**src/rtl/imem_loader.sv**
```systemverilog
// Boot loader: turns a framed byte stream into 32-bit instruction-memory writes and holds the CPU
// in reset until a complete image is loaded. Optional trailing XOR byte: IMEM_LOADER_CHECKSUM_EN.
module imem_loader #(
    parameter int         ADDR_WIDTH = 8,
    parameter logic [7:0] SYNC_BYTE  = 8'hA5,
    parameter int         TIMEOUT    = 1024
) (
    input  logic                  clk,
    input  logic                  reset_n,
    input  logic                  rx_valid,
    input  logic [7:0]            rx_data,
    output logic                  rx_ready,
    output logic                  imem_we,
    output logic [ADDR_WIDTH-1:0] imem_waddr,
    output logic [31:0]           imem_wdata,
    output logic                  cpu_reset,
    output logic                  busy,
    output logic                  done,
    output logic                  error,
    output logic [ADDR_WIDTH:0]   word_count
);
    localparam int                  CNT_W     = (TIMEOUT > 2) ? $clog2(TIMEOUT) : 1;
    localparam logic [CNT_W-1:0]    IDLE_LAST = CNT_W'(TIMEOUT - 1);
    localparam logic [CNT_W-1:0]    IDLE_ONE  = CNT_W'(1);
    localparam logic [ADDR_WIDTH:0] WC_ONE    = (ADDR_WIDTH + 1)'(1);
    localparam logic [16:0]         CAPACITY  = 17'd1 << ADDR_WIDTH;

    typedef enum logic [2:0] {
        S_IDLE   = 3'd0,
        S_LEN_HI = 3'd1,
        S_LEN_LO = 3'd2,
        S_DATA   = 3'd3,
`ifdef IMEM_LOADER_CHECKSUM_EN
        S_CHK    = 3'd4,
`endif
        S_DONE   = 3'd5,
        S_ERR    = 3'd6
    } state_t;

    state_t           state_r;
    logic [15:0]      len_r;
    logic [23:0]      shift_r;
    logic [1:0]       byte_idx_r;
    logic [CNT_W-1:0] idle_r;
`ifdef IMEM_LOADER_CHECKSUM_EN
    logic [7:0]       xor_r;
`endif

    logic        accept_s;
    logic        sync_s;
    logic [15:0] len_s;
    logic        last_write_s;

    assign accept_s     = rx_valid & rx_ready;
    assign sync_s       = accept_s & (rx_data == SYNC_BYTE);
    assign len_s        = {len_r[15:8], rx_data};
    // word_count already includes the word being written during the write cycle
    assign last_write_s = imem_we & (word_count == len_r[ADDR_WIDTH:0]);

    // Frame FSM with registered outputs; the idle/timeout block sits last so an abort wins
    always_ff @(posedge clk or negedge reset_n) begin
        if (!reset_n) begin
            state_r    <= S_IDLE;
            len_r      <= 16'd0;
            shift_r    <= 24'd0;
            byte_idx_r <= 2'd0;
            idle_r     <= '0;
`ifdef IMEM_LOADER_CHECKSUM_EN
            xor_r      <= 8'd0;
`endif
            rx_ready   <= 1'b0;
            imem_we    <= 1'b0;
            imem_waddr <= '0;
            imem_wdata <= 32'd0;
            cpu_reset  <= 1'b1;
            busy       <= 1'b0;
            done       <= 1'b0;
            error      <= 1'b0;
            word_count <= '0;
        end else begin
            rx_ready <= 1'b1;
            imem_we  <= 1'b0;
            case (state_r)
                S_IDLE, S_DONE, S_ERR: begin
                    if (sync_s) begin
                        state_r    <= S_LEN_HI;
                        busy       <= 1'b1;
                        cpu_reset  <= 1'b1;
                        done       <= 1'b0;
                        error      <= 1'b0;
                        word_count <= '0;
`ifdef IMEM_LOADER_CHECKSUM_EN
                        xor_r      <= 8'd0;
`endif
                    end else begin
                        state_r <= state_r;
                    end
                end
                S_LEN_HI: begin
                    if (accept_s) begin
                        len_r[15:8] <= rx_data;
                        state_r     <= S_LEN_LO;
                    end else begin
                        state_r <= state_r;
                    end
                end
                S_LEN_LO: begin
                    if (accept_s) begin
                        len_r      <= len_s;
                        byte_idx_r <= 2'd0;
                        if ({1'b0, len_s} > CAPACITY) begin
                            state_r   <= S_ERR;
                            busy      <= 1'b0;
                            error     <= 1'b1;
                            cpu_reset <= 1'b1;
                            done      <= 1'b0;
                        end else if (len_s == 16'd0) begin
`ifdef IMEM_LOADER_CHECKSUM_EN
                            state_r   <= S_CHK;
`else
                            state_r   <= S_DONE;
                            busy      <= 1'b0;
                            done      <= 1'b1;
                            cpu_reset <= 1'b0;
`endif
                        end else begin
                            state_r <= S_DATA;
                        end
                    end else begin
                        state_r <= state_r;
                    end
                end
                S_DATA: begin
                    if (last_write_s) begin
`ifdef IMEM_LOADER_CHECKSUM_EN
                        state_r   <= S_CHK;
`else
                        state_r   <= S_DONE;
                        busy      <= 1'b0;
                        done      <= 1'b1;
                        cpu_reset <= 1'b0;
`endif
                    end else if (accept_s) begin
`ifdef IMEM_LOADER_CHECKSUM_EN
                        xor_r <= xor_r ^ rx_data;
`endif
                        if (byte_idx_r == 2'd3) begin
                            imem_we    <= 1'b1;
                            imem_waddr <= word_count[ADDR_WIDTH-1:0];
                            imem_wdata <= {shift_r, rx_data};
                            word_count <= word_count + WC_ONE;
                            rx_ready   <= 1'b0;
                            byte_idx_r <= 2'd0;
                        end else begin
                            shift_r    <= {shift_r[15:0], rx_data};
                            byte_idx_r <= byte_idx_r + 2'd1;
                        end
                    end else begin
                        state_r <= state_r;
                    end
                end
`ifdef IMEM_LOADER_CHECKSUM_EN
                S_CHK: begin
                    if (accept_s) begin
                        busy <= 1'b0;
                        if (rx_data == xor_r) begin
                            state_r   <= S_DONE;
                            done      <= 1'b1;
                            cpu_reset <= 1'b0;
                        end else begin
                            state_r   <= S_ERR;
                            error     <= 1'b1;
                            cpu_reset <= 1'b1;
                        end
                    end else begin
                        state_r <= state_r;
                    end
                end
`endif
                default: begin
                    state_r   <= S_ERR;
                    busy      <= 1'b0;
                    error     <= 1'b1;
                    cpu_reset <= 1'b1;
                    done      <= 1'b0;
                end
            endcase
            // Idle cycles only count while a frame is open; a pending last write completes the frame
            if (accept_s || !busy) begin
                idle_r <= '0;
            end else if ((idle_r == IDLE_LAST) && !last_write_s) begin
                idle_r    <= '0;
                state_r   <= S_ERR;
                busy      <= 1'b0;
                error     <= 1'b1;
                cpu_reset <= 1'b1;
                done      <= 1'b0;
            end else begin
                idle_r <= idle_r + IDLE_ONE;
            end
        end
    end
endmodule

```
**config.mk**
```make
export PLATFORM = sky130hd
export DESIGN_NAME = imem_loader
export DESIGN_NICKNAME = d
export VERILOG_FILES = /design/src/rtl/imem_loader.sv
export SDC_FILE = /design/constraint.sdc
export NUM_CORES = 1
export LEC_CHECK = 0
export BUFFER_PORTS_ARGS = -buffer_cell sky130_fd_sc_hd__buf_2
export CORE_MARGIN = 3
export CORE_UTILIZATION = 57
export DETAILED_ROUTE_END_ITERATION = 10
export PLACE_DENSITY = 0.79
export SKIP_CTS_REPAIR_TIMING = 1
export SYNTH_ARGS = -nofsm -noshare
export SYNTH_HDL_FRONTEND = slang
export SYNTH_SLANG_ARGS = --single-unit
```
**constraint.sdc**
```tcl
create_clock -name clk -period 2.2 [get_ports clk]
set_input_delay 0.11 -clock clk [delete_from_list [all_inputs] [get_ports clk]]
set_output_delay 0.11 -clock clk [all_outputs]
set_load 0.01 [all_outputs]
```
==> results.toml, run 1 <==
[outcome]
status = "finished clean"

[flow_run]
maxCapViolations = 0

[floorplanning]
die_x_microns = 97.55
rows = 32
die_area_sq_um = 9515
core_sq_um = 7928
start_util_pct = 60.26
ios = 66
die_y_microns = 97.55

[synth]
avgSynthCellArea_sq_um = 13.05
synth_edf_count = 0
synth_cells = 366
synth_ff_type = "dfrtp_1"
ys_warn_count = 0
syn_area_sq_um = 4777
synth_nets = 380
synth.distinct_cells = 53
synth_seq_cells = 110
ys_async_sr_fraction_pct = 100.0
yosysSeqAreaShare_pct = 57.65

[final_layout]
drive_gt1_share_pct = 43.04
finalInstanceArea_sq_um = 5668
post-route-util_pct = 71.50
nFillCells = 555
final_cell_mix = "dfrtp_1, mux2_2, buf_2"
layout.nets = 477
final_common_cell = "dfrtp_1"
area_delta_synth_final_pct = 18.65
finalNonFillerCells = 569
n_antenna_cell = 0

[sta]
period_share_pct = 95.71
finalClockSkew_ps = 11.33
setup-tns-final_ps = 0
period_needed_ps = 2106
clock.fmax_ghz = 0.4749
worst_slack_ps = 94.32
hold_viol = 0
drv_slew = 0
setup_viol = 0
relSlewSlack_pct = 59.29
tightest_slew_ps = 602.9
rsz0062_at_grt = "no"

[clock_network]
cts_htree_levels = 3
clk_pin_slew_ps = 110
cts_buffers = 9
tritoncts = "yes"
clk_latency_ps = 360
cts_sinks = 110
cts_buffer_depth = 2
cts_root_buf = "clkbuf_8"

[critical_path]
rrSetupSlack_ps = 90
start_kind = "flip-flop"
path_max_fanout = 6
crit_type = "flip-flop to flip-flop"
arrival_ps = 2350
worstSetupEndpointType = "flip-flop"
r2r-end = "imem_waddr[3]"
crit_required_ps = 2450
timing.rr.start = "word_count[5]"
r2r.worst_path.cells = 6

[worst_hold_path]
worstHoldStart = "rx_data[0]"
min_path_cells = 2
holdCritPathClass = "input port to flip-flop"
hold_end = "shift_r[0]"

[route]
detail-route-antenna-nets = 0
drtPass1Iterations = 5
drt_iter0_drc = 124
drc_errors = 0
routed_wire_length_per_instance_microns = 17.33
vias = 3301
wl_microns = 9858
routed_via_density = 5.801

[pwr]
cellPowerDensity_nw_per_um2 = 994.3
ir_drop_mv = 0.6587
leakage_uw = 0.002798

[global_route]
grt_pass1_vias = 3522
grt_pass1_wl_microns = 16890
grt-ovfl-total = 0
grt_max_degree = 44
grtUsageTotal_pct = 21.81
antenna_found_initial = 0

[placement]
dpl.hpwl_microns = 7334
placed_cell_area_sq_um = 5473
gp_congestion = 0.8992
io_buffers = 65
place_ws_ps = 98.11
dp.cells = 553
## flip-flops by register name (all words and copies together) (netlist names)
| register | cells |
|---|---|
| imem_wdata | 32 |
| shift_r | 24 |
| len_r | 16 |
| idle_r | 10 |
| word_count | 9 |
| imem_waddr | 8 |
| state_r | 3 |
| byte_idx_r | 2 |
| busy | 1 |
| cpu_reset | 1 |
| done | 1 |
| error | 1 |
| imem_we | 1 |
| rx_ready | 1 |
## metal layers
metal  wire (microns)  vias up  track usage, %  part of all wire, %
li1                 -     1544               -                    -
met1             4215     1651           27.98                   43
met2             5005       88           37.22                   51
met3              455       18           4.020                  4.6
met4              181        0           7.561                  1.8
met5                0        -               0                    0
## stage by stage
step / total power, uW / hold slack (ps)
2_1_floorplan: 3968 / -185.6
3_3_place_gp: 4482 / 104.6
3_5_place_dp: 4564 / 112.6
4_1_cts: 5679 / -288.3
5_1_grt: 5997 / 58.90
6_report: 5636 / 73.74
## cells in the mapped netlist, types with 3 or more instances
cell type	instances	area (sq um)
dfrtp_1	109	2728
mux2_2	81	912.1
nand2_1	19	71.32
nor2_1	16	60.06
xnor2_1	13	113.9
nand3_1	11	55.05
nand4_1	8	50.05
inv_1	7	26.28
o311ai_0	7	61.31
o31ai_1	7	52.55
buf_2	6	30.03
nand2b_1	6	37.54
nor4_1	6	37.54
o21ai_0	6	30.03
a21oi_1	5	25.02
xor2_1	5	43.79
or3_1	4	25.02
clkbuf_1	3	11.26
ha_1	3	37.54
## worst max-delay path, stage by stage (launching register included)
cell	delay (ps)
dfrtp_1	420
xnor2_1	240
nand4_1	210
or3_1	420
nand3_4	170
buf_4	190
mux2_2	340
## report_power, final
group / total (uW) / leakage [uW] / switching [uW] / internal, uW
clock network: 1120 / 0.0000818 / 697 / 426
registers: 2900 / 0.00145 / 345 / 2560
logic: 1610 / 0.00127 / 762 / 850
total: 5640 / 0.00280 / 1800 / 3830
## how the worst max path moves through the flow
stage,startpoint,end,slack (ps),cells after the start
final,word_count[5],imem_waddr[3],90,6
after global routing,word_count[8],imem_waddr[3],4,6
after CTS,word_count[5],imem_waddr[3],60,6
after detailed placement,word_count[5],imem_waddr[1],100,6
after global placement,word_count[0],imem_wdata[18],160,6
after floorplan,word_count[2],imem_wdata[10],150,7
## cell families (layout without fill, tap and decap cells)
family	after synthesis	after routing	synth area share, %
buf+inv	19	120	1.833
flops	110	110	57.65
simple gates	90	90	10.48
mux	81	81	19.09
fa+ha+maj	3	3	0.7858
xor+xnor	18	18	3.300
compound gates	45	45	6.863
## layout make-up
cell class              instances  area (sq um)  area share, %
flip-flops and latches        110          2754          48.59
multi-input cells             237          1954          34.48
repair buffers                 98         628.1          11.08
well taps                     102         127.6          2.252
clock buffers                   9         123.9          2.185
clock inverters                 6         53.80         0.9492
inverters                       7         26.28         0.4636
(Power assumes the default switching activity.)
==> inputs of run 2 (changes only) <==
--- a/config.mk
+++ b/config.mk
@@ -10,6 +10,7 @@
 export CORE_UTILIZATION = 57
 export DETAILED_ROUTE_END_ITERATION = 10
 export PLACE_DENSITY = 0.79
+export RECOVER_POWER = 100
 export SKIP_CTS_REPAIR_TIMING = 1
 export SYNTH_ARGS = -nofsm -noshare
 export SYNTH_HDL_FRONTEND = slang
==> run 2 against run 1 <==
  * Via count rose by 0.42%
  * Worst setup slack improved by 9.6 ps
  * Clock skew rose by 1.2 ps
  * Critical endpoint is now imem_wdata[22]
  * Worst hold slack improved by 1.4 ps
  * Sequential power barely moved
  * Global-route usage did not move
  * Fmax rose by 0.46%
==> results.toml, run 2 (synthesized netlist as in run 1, its figures left out) <==
[pwr]
p_int_uw = 3774
p_sw_share_pct = 32.34
cellPowerDensity_nw_per_um2 = 1010
pwr-share-seq_pct = 52.0
p_clk_share_pct = 20.1
p_sw_uw = 1804
leakage_uw = 0.002539
ir_drop_mv = 0.6642
p_total_uw = 5578
pwr-share-comb_pct = 27.9

[final_layout]
final_common_cell = "dfrtp_1"
finalInstanceArea_sq_um = 5525
nFillCells = 591
top_register = "imem_wdata"
ff_latch_area_sq_um = 2754
multiInputGateArea_sq_um = 1948
final_cell_mix = "dfrtp_1, mux2_2, clkbuf_1"
n_antenna_cell = 0
post-route-util_pct = 69.70
area_delta_synth_final_pct = 15.66
largestRegisters = "imem_wdata: 32 flops, shift_r: 24 flops, len_r: 16 flops"
largest_register_ffs = 32
layout.nets = 477
drive_gt1_share_pct = 30.19

[clock_network]
clk_latency_ps = 360
cts_buffer_depth = 2
cts_root_buf = "clkbuf_8"
tritoncts = "yes"
clk_pin_slew_ps = 110
cts_buffers = 9
cts_htree_levels = 3
cts_sinks = 110

[route]
routed_via_density = 5.826
drt_iter0_drc = 114
drc_errors = 0
wl_microns = 9880
drtPass1Iterations = 4
routed_wire_length_per_instance_microns = 17.36
detail-route-antenna-nets = 0
vias = 3315

[floorplanning]
core_sq_um = 7928
start_util_pct = 60.26
die_x_microns = 97.55
rows = 32
die_area_sq_um = 9515
ios = 66
die_y_microns = 97.55

[worst_hold_path]
hold_end = "shift_r[0]"
worstHoldStart = "rx_data[0]"
min_path_cells = 2
holdCritPathClass = "input port to flip-flop"

[global_route]
grt_max_degree = 44
grt_pass1_wl_microns = 16890
grtUsageTotal_pct = 21.81
grt_pass1_vias = 3522
antenna_found_initial = 0
grt-ovfl-total = 0

[sta]
period_needed_ps = 2096
clock.fmax_ghz = 0.4771
period_share_pct = 95.28
relSlewSlack_pct = 36.08
setup-tns-final_ps = 0
hold_viol = 0
setup_viol = 0
rsz0062_at_grt = "no"
drv_slew = 0
tightest_slew_ps = 958.8
finalClockSkew_ps = 12.52

[flow_run]
maxCapViolations = 0

[placement]
placed_cell_area_sq_um = 5473
gp_congestion = 0.8992
dpl.hpwl_microns = 7334
io_buffers = 65

[critical_path]
crit_type = "flip-flop to flip-flop"
r2r.worst_path.cells = 6
timing.rr.start = "word_count[5]"
path_max_fanout = 12
worstSetupEndpointType = "flip-flop"
arrival_ps = 2360
rrSetupSlack_ps = 100
r2r-end = "imem_wdata[22]"
start_kind = "flip-flop"
crit_required_ps = 2460

[outcome]
status = "finished clean"
-- run 2: cell types whose count changed in the layout (fill, tap and decap cells not counted), sizes merged --
| cell | delta |
|---|---|
| buf | -62 |
| clkbuf | +62 |
-- run 2: power groups by stage --
stage | logic, uW | registers, uW | clock network, uW
floorplan | 1080 | 2890 | 0
global placement | 1570 | 2910 | 0
detailed placement | 1620 | 2950 | 0
CTS | 1630 | 2900 | 1150
global route | 1720 | 2980 | 1240
finish | 1560 | 2900 | 1120
-- run 2: metal layers --
layer | vias to the layer above | part of all wire (%) | global-route usage [%]
met5 | - | 0 | 0
met4 | 0 | 1.6 | 7.561
met3 | 15 | 3.9 | 4.020
met1 | 1676 | 44 | 27.98
met2 | 80 | 51 | 37.22
li1 | 1544 | - | -
-- run 2: worst max-delay path: stages, from the launching register on --
cell	delay (ps)
dfrtp_1	420
xnor2_1	240
nand4_1	210
or3_1	420
nand3_4	160
buf_6	180
mux2_2	350
-- run 2: worst max-delay path by stage --
stage / from / to / depth (start not counted)
2_1_floorplan: word_count[2] / imem_wdata[10] / 7
3_3_place_gp: word_count[0] / imem_wdata[18] / 6
3_5_place_dp: word_count[5] / imem_waddr[1] / 6
4_1_cts: word_count[5] / imem_waddr[3] / 6
5_1_grt: idle_r[0] / busy / 7
6_report: word_count[5] / imem_wdata[22] / 6
-- run 2: stage by stage --
stage	hold slack (ps)	worst slack (ps)	std cells
2_1_floorplan	-185.6	145.2	366
3_3_place_gp	104.6	158.9	553
3_5_place_dp	112.6	98.11	553
4_1_cts	-288.3	60.13	568
5_1_grt	58.90	10.76	569
6_report	75.13	103.9	569
-- run 2: final cells by class --
type                    instances  area share, %
inverters                       7         0.4755
clock buffers                   9          2.242
repair buffers                 98          8.899
well taps                     102          2.310
clock inverters                 6         0.9737
flip-flops and latches        110          49.84
multi-input cells             237          35.26
==> inputs of run 3 (changes only) <==
--- a/config.mk
+++ b/config.mk
@@ -11,6 +11,7 @@
 export DETAILED_ROUTE_END_ITERATION = 10
 export PLACE_DENSITY = 0.79
 export RECOVER_POWER = 100
+export REMOVE_ABC_BUFFERS = 1
 export SKIP_CTS_REPAIR_TIMING = 1
 export SYNTH_ARGS = -nofsm -noshare
 export SYNTH_HDL_FRONTEND = slang
==> run 3 against run 2 <==
  * Largest cell class unchanged
  * Routed wire length grew 2.6%
  * Die area unchanged
  * Sequential power hardly changed
  * Total power increased by 1.9%
==> results.toml, run 3 (synthesized netlist as in run 1, its figures left out) <==
[outcome]
status = "finished clean"

[placement]
gp_congestion = 0.8657
dpl.hpwl_microns = 7281
io_buffers = 65

[final_layout]
largestRegisters = "imem_wdata: 32 flops, shift_r: 24 flops, len_r: 16 flops"
nFillCells = 600
area_delta_synth_final_pct = 16.84
drive_gt1_share_pct = 33.55
top_register = "imem_wdata"
multiInputGateArea_sq_um = 1963
n_antenna_cell = 0
ff_latch_area_sq_um = 2754
layout.nets = 471
largest_register_ffs = 32
final_common_cell = "dfrtp_1"
final_cell_mix = "dfrtp_1, mux2_2, clkbuf_1"

[clock_network]
tritoncts = "yes"
cts_buffers = 9
cts_htree_levels = 3
cts_root_buf = "clkbuf_8"
cts_sinks = 110
clk_pin_slew_ps = 110
cts_buffer_depth = 2
clk_latency_ps = 390

[route]
routed_via_density = 5.764
drc_errors = 0
drtPass1Iterations = 4
routed_wire_length_per_instance_microns = 17.97
wl_microns = 10140
vias = 3251
drt_iter0_drc = 179
detail-route-antenna-nets = 0

[sta]
hold_viol = 0
finalClockSkew_ps = 18.53
setup_viol = 0
period_needed_ps = 2141
clock.fmax_ghz = 0.4670
drv_slew = 0
period_share_pct = 97.33
setup-tns-final_ps = 0
relSlewSlack_pct = 9.803
tightest_slew_ps = 1353

[critical_path]
path_max_fanout = 24
crit_type = "flip-flop to flip-flop"
worstSetupEndpointType = "flip-flop"
crit_required_ps = 2490
start_kind = "flip-flop"
arrival_ps = 2430

[pwr]
cellPowerDensity_nw_per_um2 = 1019
p_total_uw = 5685
ir_drop_mv = 0.5674
leakage_uw = 0.002603

[floorplanning]
die_area_sq_um = 9515
ios = 66
die_x_microns = 97.55
core_sq_um = 7928
start_util_pct = 60.26
rows = 32
die_y_microns = 97.55

[global_route]
grt_max_degree = 57
antenna_found_initial = 0
grt_pass1_wl_microns = 17080
grt-ovfl-total = 0
grtUsageTotal_pct = 22.36
grt_pass1_vias = 3477

[flow_run]
maxCapViolations = 0

[worst_hold_path]
holdCritPathClass = "input port to flip-flop"
run 3: cell count changes in the layout (fill, tap and decap cells not counted), moves of 2 or more:
cell	before	now
buf_4	13	21
clkinvlp_4	3	0
buf_2	19	22
clkbuf_2	4	0
clkbuf_1	58	44
clkinv_4	0	2
run 3: layout make-up:
type / count / share of cell area [%]
Clock inverter: 6 / 1.166
Sequential cell: 110 / 49.34
Multi-Input combinational cell: 237 / 35.17
Clock buffer: 10 / 2.286
Inverter: 7 / 0.4707
Tap cell: 102 / 2.286
Timing Repair Buffer: 92 / 9.280
run 3: worst paths after layout:
kind | startpoint | to | slack [ps] | cells after the start
setup / recovery | word_count[8] | imem_wdata[31] | 60 | 7
hold / removal | rx_data[0] | shift_r[0] | 50 | 2
setup reg to reg | word_count[8] | imem_wdata[31] | 60 | 7
hold reg to reg | idle_r[0] | idle_r[0] | 500 | 1
max in group asynchronous | reset_n | imem_waddr[5] | 420 | 3
min in group asynchronous | reset_n | imem_waddr[6] | 530 | 2
run 3: layer usage:
layer	global-route usage, %	wire (microns)	share of wire [%]	vias to the layer above
met3	4.379	574	5.7	13
met5	0	0	0	-
met4	7.348	159	1.6	0
met2	37.11	5019	50	96
li1	-	-	-	1514
met1	29.65	4381	43	1628
run 3: report_power, final:
part           leakage [uW]  switching [uW]  total (uW)  internal (uW)
Combinational       0.00106             772        1580            812
Sequential          0.00145             362        2920           2560
Clock             0.0000977             737        1180            446
Total               0.00260            1870        5680           3810
run 3: critical path: stages (launching register included):
cell	delay [ps]
dfrtp_1	440
xnor2_1	230
nand4_1	190
or3_1	440
nand3_2	170
buf_12	200
inv_1	110
mux2_2	280
run 3: per-stage QoR:
stage / setup WS, ps / cells / hold slack [ps] / cell area, sq um / util [%]
2_1_floorplan: -647.3 / 354 / -185.6 / 4716 / -
3_3_place_gp: 124.4 / 546 / 19.47 / 5408 / 68.21
3_5_place_dp: 74.75 / 546 / 30.16 / 5408 / 68.21
4_1_cts: 27.44 / 562 / -395.5 / 5600 / 70.64
5_1_grt: -24.54 / 564 / 56.80 / 5582 / 70.41
6_report: 58.76 / 564 / 50.31 / 5582 / 70.41
